File: config.mk
export PLATFORM = sky130hd
export DESIGN_NAME = calc_seq_ctrl
export DESIGN_NICKNAME = d
export VERILOG_FILES = /design/src/rtl/calc_pkg.sv /design/src/rtl/btn_edge.sv /design/src/rtl/calc_seq_ctrl.sv
export SDC_FILE = /design/constraint.sdc
export NUM_CORES = 1
export LEC_CHECK = 0
export CAP_MARGIN = 5
export CORE_MARGIN = 2
export CORE_UTILIZATION = 43
export CTS_CLUSTER_DIAMETER = 100
export CTS_CLUSTER_SIZE = 25
export DETAILED_ROUTE_END_ITERATION = 8
export MAX_ROUTING_LAYER = met4
export PLACE_DENSITY = 0.75
export SYNTH_ARGS = -nofsm -noshare
export SYNTH_HDL_FRONTEND = slang
export SYNTH_SLANG_ARGS = --single-unit
File: constraint.sdc
create_clock -name clk -period 1.7 [get_ports clk]
set_clock_uncertainty 0.15 [all_clocks]
set_input_delay 0.255 -clock clk [delete_from_list [all_inputs] [get_ports clk]]
set_output_delay 0.255 -clock clk [all_outputs]
set_load 0.03 [all_outputs]
File: src/rtl/calc_pkg.sv
// Shared encodings for the calculator sequencer: FSM states, display codes, default widths.
// Pure declarations; no timing or flow-control behaviour of its own.
package calc_pkg;

  localparam int W_DEF       = 8;
  localparam int OPW_DEF     = 2;
  localparam int TIMEOUT_DEF = 255;

  typedef enum logic [2:0] {
    S_A    = 3'd0,
    S_OP   = 3'd1,
    S_B    = 3'd2,
    S_RUN  = 3'd3,
    S_SHOW = 3'd4,
    S_ERR  = 3'd5
  } state_t;

  localparam logic [1:0] DISP_SW  = 2'd0;
  localparam logic [1:0] DISP_RES = 2'd1;
  localparam logic [1:0] DISP_ERR = 2'd2;

  function automatic logic [1:0] disp_code(input state_t s);
    case (s)
      S_SHOW:  disp_code = DISP_RES;
      S_ERR:   disp_code = DISP_ERR;
      default: disp_code = DISP_SW;
    endcase
  endfunction

endpackage

File: src/rtl/btn_edge.sv
// Button synchroniser + rising-edge detector; one-cycle evt, 3 clk edges after the press.
// No backpressure: an event not consumed in its cycle is lost; holding the button adds nothing.
module btn_edge (
  input  logic clk,
  input  logic rst,
  input  logic btn,
  output logic evt
);

  logic sync1, sync2, dly;

  always_ff @(posedge clk or negedge rst) begin
    if (!rst) begin
      sync1 <= 1'b0;
      sync2 <= 1'b0;
      dly   <= 1'b0;
      evt   <= 1'b0;
    end else begin
      sync1 <= btn;
      sync2 <= sync1;
      dly   <= sync2;
      evt   <= sync2 & ~dly;
    end
  end

endmodule

File: src/rtl/calc_seq_ctrl.sv
// Calculator entry sequencer: A, op, B, ALU run, show; owns operand/opcode/result registers.
// Events act on the edge after they appear; no backpressure, events ignored in a state are dropped.
module calc_seq_ctrl
  import calc_pkg::*;
#(
  parameter int W       = W_DEF,
  parameter int OPW     = OPW_DEF,
  parameter int TIMEOUT = TIMEOUT_DEF
) (
  input  logic           clk,
  input  logic           rst,
  input  logic [W-1:0]   sw,
  input  logic [OPW-1:0] op_sel,
  input  logic           btn_enter,
  input  logic           btn_eq,
  input  logic           btn_clr,
  input  logic [W-1:0]   alu_res,
  input  logic           alu_done,
  input  logic           alu_err,
  output logic [W-1:0]   a_reg,
  output logic [W-1:0]   b_reg,
  output logic [OPW-1:0] op_reg,
  output logic           alu_start,
  output logic [W-1:0]   res_reg,
  output logic [1:0]     disp_sel,
  output logic           busy,
  output logic           err,
  output logic [2:0]     state
);

  localparam int CW = $clog2(TIMEOUT + 1);
  localparam logic [CW-1:0] TO_LAST = CW'(TIMEOUT - 1);

  state_t        st;
  logic [CW-1:0] cnt;
  logic          ev_enter, ev_eq, ev_clr;

  btn_edge u_enter (.clk(clk), .rst(rst), .btn(btn_enter), .evt(ev_enter));
  btn_edge u_eq    (.clk(clk), .rst(rst), .btn(btn_eq),    .evt(ev_eq));
  btn_edge u_clr   (.clk(clk), .rst(rst), .btn(btn_clr),   .evt(ev_clr));

  // clr outranks everything; within a state eq is tested before enter so
  // a coincident lower-priority event is simply dropped.
  always_ff @(posedge clk or negedge rst) begin
    if (!rst) begin
      st        <= S_A;
      cnt       <= '0;
      a_reg     <= '0;
      b_reg     <= '0;
      op_reg    <= '0;
      res_reg   <= '0;
      alu_start <= 1'b0;
    end else begin
      alu_start <= 1'b0;
      if (ev_clr) begin
        st      <= S_A;
        cnt     <= '0;
        a_reg   <= '0;
        b_reg   <= '0;
        op_reg  <= '0;
        res_reg <= '0;
      end else begin
        case (st)
          S_A: begin
            if (ev_enter) begin
              a_reg <= sw;
              st    <= S_OP;
            end
          end
          S_OP: begin
            if (ev_enter) begin
              op_reg <= op_sel;
              st     <= S_B;
            end
          end
          S_B: begin
            if (ev_eq || ev_enter) begin
              b_reg     <= sw;
              st        <= S_RUN;
              alu_start <= 1'b1;
              cnt       <= '0;
            end
          end
          S_RUN: begin
            // A done arriving on the final timeout cycle still wins.
            if (alu_done) begin
              if (alu_err) begin
                st <= S_ERR;
              end else begin
                res_reg <= alu_res;
                st      <= S_SHOW;
              end
            end else if (cnt == TO_LAST) begin
              st <= S_ERR;
            end else begin
              cnt <= cnt + 1'b1;
            end
          end
          S_SHOW: begin
            if (ev_eq) begin
              a_reg     <= res_reg;
              st        <= S_RUN;
              alu_start <= 1'b1;
              cnt       <= '0;
            end else if (ev_enter) begin
              a_reg <= res_reg;
              st    <= S_OP;
            end
          end
          S_ERR:   st <= S_ERR;
          default: st <= S_A;
        endcase
      end
    end
  end

  assign state    = st;
  assign disp_sel = disp_code(st);
  assign busy     = (st == S_RUN);
  assign err      = (st == S_ERR);

endmodule

======== After elaboration in Yosys (flattened, before gate mapping) ========
Cells that the tools add are included.
W data, S select, Z words.
word-level totals
  flip-flop bits (word level) ............. 50
operators by class
  bitwise logic cells ..................... 6
  $add $sub $neg .......................... 1
  reductions and logical operators ........ 16
  muxes and demuxes ....................... 35
  equality and inequality tests ........... 15
operator list
  operator               count
  $mux W8                16
  $pmux W8 S3            1
  $mux W3                7
  $pmux W3 S6            1
  $pmux W8 S2            1
  $reduce_bool A2 Y1     6
  $ne A3 B1 Y1 const B   3
  $ne A3 B2 Y1 const B   3
  $reduce_and A3 Y1      3
  $add A8 B1 Y8 const B  1
  $eq A8 B8 Y1 const B   1
  $eq A3 B2 Y1 const B   2
  $eq A3 B3 Y1 const B   2
  $mux W2                3
  $reduce_and A5 Y1      1
  $mux W1                4
  $ne A4 B1 Y1 const B   1
  $ne A4 B2 Y1 const B   1
  $pmux W2 S2            1
  $reduce_and A2 Y1      2
  $reduce_bool A4 Y1     1
  $and A1 B1 Y1          3
  $eq A3 B1 Y1 const B   1
  $logic_not A3 Y1       1
  other kinds (5)        7

======== Longest topological paths before layout ========
Gate-level depths: netlist (run 1).
  depth in word-level cells ............... 5
  mapped depth ............................ 7

======== Hierarchy ========
From an unflattened synthesis (run 1), not the netlist that was laid out.
second synthesis, totals
  cell total of the unflattened synthesis .. 202
  area, all modules ....................... 2,254.7 um^2
modules (own cells, without submodules)
  module         area an instance (um^2)  cells an instance  instances
  calc_seq_ctrl  1,913.1                  187                1
  btn_edge       113.9                    5                  3

======== Least setup slack after synthesis (run 1) ========
No wires, ideal clock.
  kind .................................... reg-to-output
  start point ............................. register st[1] (netlist: state[1])
  end point ............................... output port disp_sel[1]
  cell stages (with the launch flop) ...... 5
  data arrival time ....................... 1.592 ns
  path slack .............................. -0.297 ns
  path through ............................ dfrtp_1 > buf_2 > nand2b_1 > nor2_1 > buf_4
on the way
  word-level cells in the longest chain between the ends .. 2
  elaborated cells between the ends (all ways) .. 3
  those cells by class .................... eq/ne: 2; mux: 1
ends and longest elaborated chain
  what                      line                 text
  start: declaration        calc_seq_ctrl.sv:34  state_t st;
  start signal: assignment  calc_seq_ctrl.sv:46  st <= S_A;
  start signal: assignment  calc_seq_ctrl.sv:56  st <= S_A;
  start signal: assignment  calc_seq_ctrl.sv:67  st <= S_OP;
  $eq A3 B3 Y1              -
  named net err             calc_seq_ctrl.sv:27  output logic err,
  $pmux W2 S2               calc_pkg.sv:23       case (s)
  end: declaration          calc_seq_ctrl.sv:25  output logic [1:0] disp_sel,
The timed path passes the listed nets, and every way through them passes these cells.

======== Worst setup path in the final report (run 1) ========
  start point ............................. register st[0] (netlist: state[0])
  end point ............................... register b_reg[4]
on the way
  word-level cells in the longest chain between the ends .. 3
ends and longest elaborated chain
  what                                 line                 text
  $eq A3 B2 Y1                         calc_seq_ctrl.sv:63  case (st)
  $reduce_bool A2 Y1 (no source line)  -
  $reduce_and A2 Y1 (no source line)   -
  end signal: assignment               calc_seq_ctrl.sv:78  b_reg <= sw;
  end: declaration                     calc_seq_ctrl.sv:21  output logic [W-1:0] b_reg,
No other way between the ends.
A chain may end at the register's enable or synchronous reset.

==> results of run 1 <==
-- final timing paths --
kind                                    startpoint                      end
hold reg to reg            u_enter.sync1$_DFF_PN0_  u_enter.sync2$_DFF_PN0_
setup / recovery              state[0]$_DFFE_PN0P_     b_reg[4]$_DFFE_PN0P_
setup reg to reg              state[0]$_DFFE_PN0P_     b_reg[4]$_DFFE_PN0P_
hold / removal             u_enter.sync1$_DFF_PN0_  u_enter.sync2$_DFF_PN0_
max in group asynchronous                      rst   res_reg[2]$_DFFE_PN0P_
min in group asynchronous                      rst       cnt[6]$_DFFE_PN0P_
-- per-layer routing --
| metal | global-route usage [%] | vias to the layer above |
|---|---|---|
| li1 | - | 918 |
| met1 | 26.5 | 965 |
| met2 | 34.1 | 55 |
| met3 | 4.03 | 15 |
| met4 | 8.18 | 0 |
| met5 | - | - |
-- worst max-delay path: cells and delay by family, from the launching register on --
| family | cells | cell delay (ps) |
|---|---|---|
| simple gates | 2 | 650 |
| flops | 1 | 430 |
| compound gates | 1 | 170 |
| buf+inv | 2 | 330 |
-- synth_stat cells (2+ instances only) --
cell,n
a211o_1,5
a21o_1,2
a21oi_1,3
a22o_1,8
and3_1,3
buf_2,5
buf_4,6
clkbuf_1,3
dfrtp_1,50
ha_1,2
inv_1,7
mux2i_1,20
nand2_1,13
nand3_1,4
nand3b_1,2
nor2_1,20
nor2b_1,5
nor3_1,4
nor3b_1,2
nor4_1,5
o211a_1,2
o21a_1,2
o21ai_0,3
o311a_1,2
o31ai_1,9
-- area by class of cell --
type | count | area (sq um)
multi-input combinational | 130 | 1070
clock inverter | 2 | 60.1
timing repair buffer | 104 | 945
fill | 371 | 1540
clock buffer | 6 | 82.6
tap | 70 | 87.6
inverter | 7 | 33.8
sequential | 50 | 1250
-- kinds of logic (layout without fill, tap and decap cells) --
family / Yosys count / in the layout / synth area share, %
multiplexers: 20 / 20 / 8.87
flip-flops: 50 / 50 / 55.5
adder cells (fa/ha/maj): 2 / 2 / 1.11
AO/OA/AOI/OAI: 43 / 43 / 15.0
buffers and inverters: 21 / 119 / 4.77
AND/OR/NAND/NOR: 65 / 65 / 14.8
-- what timing repair did --
item,CTS,global route
endpoints found under the hold margin,50,0
pin swaps,2,10
hold buffers,1,0
setup endpoints to repair,53,33
resized for setup,51,39
buffers inserted,8,5
-- through the flow --
step / cells / util, % / power [uW] / instance area (sq um)
3_3_place_gp: 347 / 61.1 / 2840 / 3100
2_1_floorplan: 201 / - / 2220 / 2280
4_1_cts: 364 / 66.1 / 3930 / 3360
6_report: 369 / 69.7 / 4120 / 3540
5_1_grt: 369 / 69.7 / 4310 / 3540
3_5_place_dp: 347 / 61.1 / 2870 / 3100
-- power groups by stage --
stage	combinational, uW	clock, uW	sequential, uW
floorplan	463	0	1760
global placement	1340	0	1500
detailed placement	1360	0	1510
CTS	1440	1030	1460
global route	1750	1060	1490
finish	1650	1010	1470
==> flow_metrics.env, run 1 <==
export IMPL_pwr_share_seq_pct=35.7
export IMPL_p_clk_share_pct=24.4
export IMPL_cts_sinks=50
export IMPL_synth_edff_count=0
export IMPL_std_cell_rows=26
export IMPL_leakagePower_uw=0.00172
export IMPL_synthesis_area_sq_mm=0.00226
export IMPL_dr_wl_met3_um=238
export IMPL_holdWs_ps=204
export IMPL_drive_gt1_share_pct=30.8
export IMPL_ys_warn_count=0
export IMPL_final_cell_mix="47 x dfrtp_1, 33 x buf_4, 29 x dlygate4sd2_1"
export IMPL_die_width_um=76.4
export IMPL_wl_per_cell_um=16.3
export IMPL_grt_pass1_vias=1946
export IMPL_worstPathCellList="buf_4 > buf_4 > nor2_1 > and3_2 > a22o_1"
export IMPL_synth_top_area_share_pct=55.5
export IMPL_critPathRequiredTime_ps=1790
export IMPL_combPwrFrac_pct=39.9
export IMPL_n_antenna_cell=0
export IMPL_topRoutingLayerUsed="met4"
export IMPL_worst_pin_slew_ps=344
export IMPL_min_path_cells=0
export IMPL_synth_top_area_cell="dfrtp_1"
export IMPL_irDropWorstVdd_uv=655
export IMPL_wl_met1_um=2560
export IMPL_dr_pass1_iters=4
export IMPL_fin_ws_ps=-88.5
export IMPL_grt_ovfl_total=0
export IMPL_die_area_sq_mm=0.00584
export IMPL_numCtsBuffers=5
export IMPL_hp_class="reg2reg"
export IMPL_grt_pass1_wl_um=9550
export IMPL_startpoint_type="flip-flop"
export IMPL_io_buffers=58
export IMPL_dr_first_iter_drc_count=139
export IMPL_drcViolationCount=0
export IMPL_wirelength_um=6000
export IMPL_ant_nets=0
export IMPL_path_clk_slew_ps=90
export IMPL_finalCritPeriodShare_pct=105
export IMPL_ys_flop_type="dfrtp_1"
export IMPL_vias=1953
export IMPL_cpMaxStageDelayCell="dfrtp_2"
export IMPL_arrival_ps=1880
export IMPL_grt_use_total_pct=21.1
export IMPL_h_tree_depth=2
export IMPL_pre_cts_ws_ps=-170
export IMPL_area_growth_pct=56.8
export IMPL_vias_per_cell=5.29
export IMPL_hold_violations=0
export IMPL_layout_nets=325
export IMPL_crit_fanout=8
export IMPL_reg2reg_depth=5
export IMPL_final_common_cell="dfrtp_1"
export IMPL_antenna_found_initial=0
export IMPL_top_level_ports=59
export IMPL_fmax_mhz=559
export IMPL_die_y_um=76.4
export IMPL_synthesis_nets=228
export IMPL_syn_avg_cell_area_sq_um=11.2
export IMPL_min_period_ps=1790
export IMPL_wl_met2_um=3010
export IMPL_worstSkewPairLatency_ps=300
export IMPL_cts_root_buf="clkbuf_8"
export IMPL_maxCapViolations=0
export IMPL_grt_max_degree=51
export IMPL_p_sw_share_pct=34.0
export IMPL_slew_headroom_pct=77.0
export IMPL_p_switching_uw=1400
export IMPL_synthDistinctLibCells=39
export IMPL_p_per_area_mw_per_mm2=1170
export IMPL_cts_buffer_depth=2
export IMPL_yosys_register_bits=50
export IMPL_async_flop_share_pct=100
export IMPL_path_class="reg2reg"
export IMPL_crit_top_cell="buf_4"
export IMPL_core_sq_mm=0.00507
export IMPL_power_internal_uw=2720
export IMPL_reg2reg_slack_ps=-90
export IMPL_synth_seq_area_share_pct=55.5
export IMPL_final_max_slew_viol_count=0
export IMPL_violations="setup timing"
export IMPL_syn_inst=201
export IMPL_initial_core_util_pct=44.5
export IMPL_status="finished, violations left"
export IMPL_dp_hpwl_um=3790
export IMPL_finalSetupViolCount=19
export IMPL_worstSetupEndpointType="flip-flop"
export IMPL_grt_setup_unrepaired="true"
export IMPL_cts_tree="yes"
export IMPL_gp_congestion=0.855
export IMPL_yosys_top_cells_area="dfrtp_1 55%, mux2i_1 8.9%, nor2_1 3.3%"
export IMPL_tns_ps=-1060
export IMPL_max_stage_delay_ps=430
Power figures use the tool's default switching activity.
==> inputs of run 2 (changes only) <==
--- a/config.mk
+++ b/config.mk
@@ -6,13 +6,13 @@
 export NUM_CORES = 1
 export LEC_CHECK = 0
 export CAP_MARGIN = 5
-export CORE_MARGIN = 2
-export CORE_UTILIZATION = 43
+export CORE_UTILIZATION = 45
+export CTS_BUF_LIST = sky130_fd_sc_hd__clkbuf_2 sky130_fd_sc_hd__clkbuf_4 sky130_fd_sc_hd__clkbuf_8
 export CTS_CLUSTER_DIAMETER = 100
 export CTS_CLUSTER_SIZE = 25
 export DETAILED_ROUTE_END_ITERATION = 8
 export MAX_ROUTING_LAYER = met4
-export PLACE_DENSITY = 0.75
+export PLACE_DENSITY = 0.78
 export SYNTH_ARGS = -nofsm -noshare
 export SYNTH_HDL_FRONTEND = slang
 export SYNTH_SLANG_ARGS = --single-unit
==> flow_metrics.env, run 2 (same netlist as run 1, synthesis figures left out) <==
export IMPL_worst_pin_slew_ps=458
export IMPL_gp_congestion=0.846
export IMPL_worstSetupEndpointType="primary output"
export IMPL_path_clk_slew_ps=90
export IMPL_dr_wl_met3_um=233
export IMPL_hold_violations=0
export IMPL_final_max_slew_viol_count=0
export IMPL_vias=1965
export IMPL_place_inst=342
export IMPL_final_cell_mix="47 x dfrtp_1, 33 x buf_4, 28 x dlygate4sd2_1"
export IMPL_wl_met2_um=3300
export IMPL_dp_hpwl_um=3840
export IMPL_grt_setup_unrepaired="true"
export IMPL_violations="setup timing"
export IMPL_seqCellArea_sq_mm=0.00125
export IMPL_path_delay_family="flip-flops"
export IMPL_status="finished, violations left"
export IMPL_cts_tree="yes"
export IMPL_place_area_sq_mm=0.00309
export IMPL_worstSkewPairLatency_ps=310
export IMPL_slew_headroom_pct=69.5
export IMPL_dr_first_iter_drc_count=150
export IMPL_numCtsBuffers=5
export IMPL_final_common_cell="dfrtp_1"
export IMPL_io_buffers=58
export IMPL_cts_sinks=50
export IMPL_antenna_found_initial=0
export IMPL_leakagePower_uw=0.00172
export IMPL_fmax_mhz=561
export IMPL_p_switching_uw=1460
export IMPL_total_power_uw=4040
export IMPL_p_clk_share_pct=21.1
export IMPL_p_sw_share_pct=36.1
export IMPL_holdWs_ps=204
export IMPL_cts_buffer_depth=2
export IMPL_cts_root_buf="clkbuf_8"
export IMPL_startpoint_type="flip-flop"
export IMPL_grt_pass1_wl_um=9370
export IMPL_crit_top_cell="buf_6"
export IMPL_maxCapViolations=0
export IMPL_max_stage_delay_ps=460
export IMPL_combPwrFrac_pct=42.4
export IMPL_core_sq_mm=0.00479
export IMPL_ant_nets=0
export IMPL_irDropWorstVdd_uv=745
export IMPL_p_per_area_mw_per_mm2=1140
export IMPL_dr_pass1_iters=4
export IMPL_drive_gt1_share_pct=32.2
export IMPL_finalCritPeriodShare_pct=105
export IMPL_crit_buf_inv=3
export IMPL_drcViolationCount=0
export IMPL_min_period_ps=1780
export IMPL_cpMaxStageDelayCell="dfrtp_2"
export IMPL_vias_per_cell=5.34
export IMPL_stdcell_area_sq_mm=0.00356
export IMPL_fill_cells=306
export IMPL_finalSetupViolCount=9
export IMPL_tns_ps=-367
export IMPL_stdcell_count=368
export IMPL_std_cell_rows=25
export IMPL_grt_ovfl_total=0
export IMPL_top_level_ports=59
export IMPL_layout_nets=327
export IMPL_power_internal_uw=2580
export IMPL_fin_ws_ps=-82.4
export IMPL_initial_core_util_pct=47.1
export IMPL_pwr_share_seq_pct=36.4
export IMPL_area_growth_pct=57.7
export IMPL_die_area_sq_mm=0.00530
export IMPL_grt_use_total_pct=24.1
export IMPL_path_class="reg2out"
export IMPL_die_y_um=72.8
export IMPL_crit_fanout=5
export IMPL_wl_met1_um=2690
export IMPL_arrival_ps=1380
export IMPL_wl_per_cell_um=17.2
export IMPL_topRoutingLayerUsed="met4"
export IMPL_die_width_um=72.8
export IMPL_grt_pass1_vias=1919
export IMPL_grt_max_degree=20
export IMPL_multi_input_comb_area_sq_mm=0.00108
export IMPL_worstPathCellList="buf_6 > nor3_4 > buf_6 > buf_6"
export IMPL_hp_class="reg2reg"
export IMPL_wirelength_um=6330
export IMPL_critPathRequiredTime_ps=1290
export IMPL_h_tree_depth=2
export IMPL_n_antenna_cell=0
-- run 2: metrics by stage --
stage	utilization, %	worst slack (ps)
2_1_floorplan	-	-114
3_5_place_dp	64.6	-181
5_1_grt	74.3	-110
4_1_cts	70.1	-78.2
6_report	74.3	-82.4
3_3_place_gp	64.6	-150
-- run 2: what timing repair did --
item / in CTS / in global routing
buffers inserted: 10 / 7
resized for setup: 57 / 36
hold buffers: 1 / 0
pin swaps: 2 / 11
setup endpoints to repair: 60 / 38
hold endpoints to repair: 17 / 0
-- run 2: area by class of cell --
| class | instances | share of cell area, % |
|---|---|---|
| flip-flops and latches | 50 | 35.3 |
| multi-input cells | 130 | 30.4 |
| repair buffers | 106 | 27.9 |
| well taps | 67 | 2.36 |
| clock buffers | 6 | 2.15 |
| clock inverters | 2 | 1.06 |
| inverters | 7 | 0.879 |
-- run 2: worst reg2reg max path, cell delays in order, from the launching register on --
cell and delay [ps]:
dfrtp_1 350, inv_1 50, ha_2 170, and3_4 160
nor2b_4 130, buf_6 120, o311a_1 310, a211o_1 220
-- run 2: power by group through the flow --
stage               Clock [uW]  Sequential [uW]  Combinational [uW]
finish                     854             1470                1720
global route               917             1490                1810
CTS                        863             1460                1470
detailed placement           0             1500                1350
global placement             0             1500                1330
floorplan                    0             1760                 463
-- run 2: path summary, 6_finish.rpt --
kind	cells after the start	to	from	slack, ps
max in group asynchronous	3	res_reg[2]$_DFFE_PN0P_	rst	570
min reg2reg	0	u_clr.sync2$_DFF_PN0_	u_clr.sync1$_DFF_PN0_	200
min in group asynchronous	2	a_reg[0]$_DFFE_PN0P_	rst	270
max	4	disp_sel[0]	state[1]$_DFFE_PN0P_	-80
max reg2reg	7	cnt[5]$_DFFE_PN0P_	cnt[0]$_DFFE_PN0P_	-70
min	0	u_clr.sync2$_DFF_PN0_	u_clr.sync1$_DFF_PN0_	200
-- run 2: per-layer routing --
layer / up-vias / track usage, %
li1: 921 / -
met1: 978 / 32.1
met2: 57 / 37.9
met3: 9 / 5.11
met4: 0 / 5.88
met5: - / -
==> inputs of run 3 (changes only) <==
--- a/config.mk
+++ b/config.mk
@@ -13,6 +13,7 @@
 export DETAILED_ROUTE_END_ITERATION = 8
 export MAX_ROUTING_LAYER = met4
 export PLACE_DENSITY = 0.78
+export SKIP_CTS_REPAIR_TIMING = 1
 export SYNTH_ARGS = -nofsm -noshare
 export SYNTH_HDL_FRONTEND = slang
 export SYNTH_SLANG_ARGS = --single-unit
==> flow_metrics.env, run 3 (same netlist as run 1, synthesis figures left out) <==
export IMPL_status="finished, violations left"
export IMPL_violations="setup timing"
export IMPL_layout_nets=326
export IMPL_die_width_um=72.8
export IMPL_holdWs_ps=205
export IMPL_leakagePower_uw=0.00207
export IMPL_grt_pass1_vias=1805
export IMPL_area_growth_pct=58.0
export IMPL_pwr_share_seq_pct=37.6
export IMPL_min_period_ps=1810
export IMPL_fin_util_pct=74.5
export IMPL_hp_class="reg2reg"
export IMPL_wirelength_um=6180
export IMPL_grt_max_degree=20
export IMPL_cts_sinks=50
export IMPL_n_antenna_cell=0
export IMPL_h_tree_depth=2
export IMPL_drcViolationCount=0
export IMPL_cts_buffer_depth=2
export IMPL_ant_nets=0
export IMPL_arrival_ps=1400
export IMPL_grt_pass1_wl_um=8650
export IMPL_cts_tree="yes"
export IMPL_wl_per_cell_um=16.8
export IMPL_maxCapViolations=0
export IMPL_fin_ws_ps=-109
export IMPL_worstSetupEndpointType="primary output"
export IMPL_vias_per_cell=5.22
export IMPL_path_clk_slew_ps=90
export IMPL_final_max_slew_viol_count=0
export IMPL_combPwrFrac_pct=40.9
export IMPL_grt_use_total_pct=22.1
export IMPL_cp_startpoint="state[0]$_DFFE_PN0P_"
export IMPL_initial_core_util_pct=47.1
export IMPL_final_cell_mix="46 x dfrtp_1, 40 x buf_4, 30 x dlymetal6s2s_1"
export IMPL_finalSetupViolCount=7
export IMPL_worstSkewPairLatency_ps=310
export IMPL_reg2reg_slack_ps=-80
export IMPL_io_buffers=58
export IMPL_critPathRequiredTime_ps=1290
export IMPL_startpoint_type="flip-flop"
export IMPL_core_sq_mm=0.00479
export IMPL_worst_pin_slew_ps=452
export IMPL_die_area_sq_mm=0.00530
export IMPL_grt_setup_unrepaired="true"
export IMPL_dp_hpwl_um=3840
export IMPL_final_common_cell="dfrtp_1"
export IMPL_dr_pass1_iters=4
export IMPL_cts_root_buf="clkbuf_8"
export IMPL_die_y_um=72.8
export IMPL_p_clk_share_pct=21.5
export IMPL_drive_gt1_share_pct=30.0
export IMPL_hp_start="u_clr.sync1$_DFF_PN0_"
export IMPL_irDropWorstVdd_uv=720
export IMPL_power_internal_uw=2560
export IMPL_vias=1914
export IMPL_p_per_area_mw_per_mm2=1100
export IMPL_hold_violations=0
export IMPL_p_switching_uw=1360
export IMPL_dr_first_iter_drc_count=133
export IMPL_slew_headroom_pct=69.9
export IMPL_gp_congestion=0.846
export IMPL_antenna_found_initial=0
export IMPL_finalCritPeriodShare_pct=106
export IMPL_path_class="reg2out"
export IMPL_top_level_ports=59
export IMPL_crit_fanout=7
export IMPL_p_sw_share_pct=34.7
export IMPL_std_cell_rows=25
export IMPL_fmax_mhz=553
export IMPL_grt_ovfl_total=0
export IMPL_tns_ps=-345
export IMPL_numCtsBuffers=5
export IMPL_r2r_start="cnt[1]$_DFFE_PN0P_"
-- run 3: cell types whose count changed in the layout (fill, tap and decap cells not counted), sizes merged --
| cell | before | now |
|---|---|---|
| buf | 52 | 51 |
| dlygate4sd2 | 28 | 0 |
| clkbuf | 7 | 6 |
| dlymetal6s2s | 0 | 30 |
| clkdlybuf4s15 | 1 | 0 |
-- run 3: routing by layer --
metal	up-vias	wire, um	GRT usage (%)
met3	8	231	5.11
met5	-	0	-
met4	0	96	5.88
met2	52	3180	34.3
li1	914	-	-
met1	940	2660	29.3
-- run 3: power groups by stage --
stage,Combinational [uW],Clock (uW),Sequential (uW)
after global routing,1690,912,1500
final,1600,844,1470
after global placement,1330,0,1500
after floorplan,463,0,1760
after CTS,1350,863,1480
after detailed placement,1350,0,1500
-- run 3: final cells by class --
| cell class | count | area (sq um) |
|---|---|---|
| flip-flops and latches | 50 | 1260 |
| fillers | 296 | 1220 |
| repair buffers | 105 | 1050 |
| multi-input cells | 130 | 1030 |
| well taps | 67 | 83.8 |
| clock buffers | 6 | 76.3 |
| clock inverters | 2 | 37.5 |
| inverters | 7 | 26.3 |
-- run 3: critical path, cell delays in order, from the launching register on --
cell	delay [ps]
dfrtp_2	460
buf_6	150
nor3_2	160
buf_4	190
buf_6	140
-- run 3: path summary, 6_finish.rpt --
path,endpoint,cells past startpoint
max in group asynchronous,res_reg[2]$_DFFE_PN0P_,3
setup reg to reg,cnt[5]$_DFFE_PN0P_,6
min in group asynchronous,a_reg[0]$_DFFE_PN0P_,2
hold reg to reg,u_clr.sync2$_DFF_PN0_,0
setup / recovery,disp_sel[0],4
hold / removal,u_clr.sync2$_DFF_PN0_,0
-- run 3: stage by stage --
stage               worst slack [ps]  cells  area, sq um  total power, uW
floorplan                       -114    201         2280             2220
global placement                -150    342         3090             2830
detailed placement              -181    342         3090             2850
CTS                             -251    350         3210             3700
global route                    -192    367         3560             4100
finish                          -109    367         3560             3920
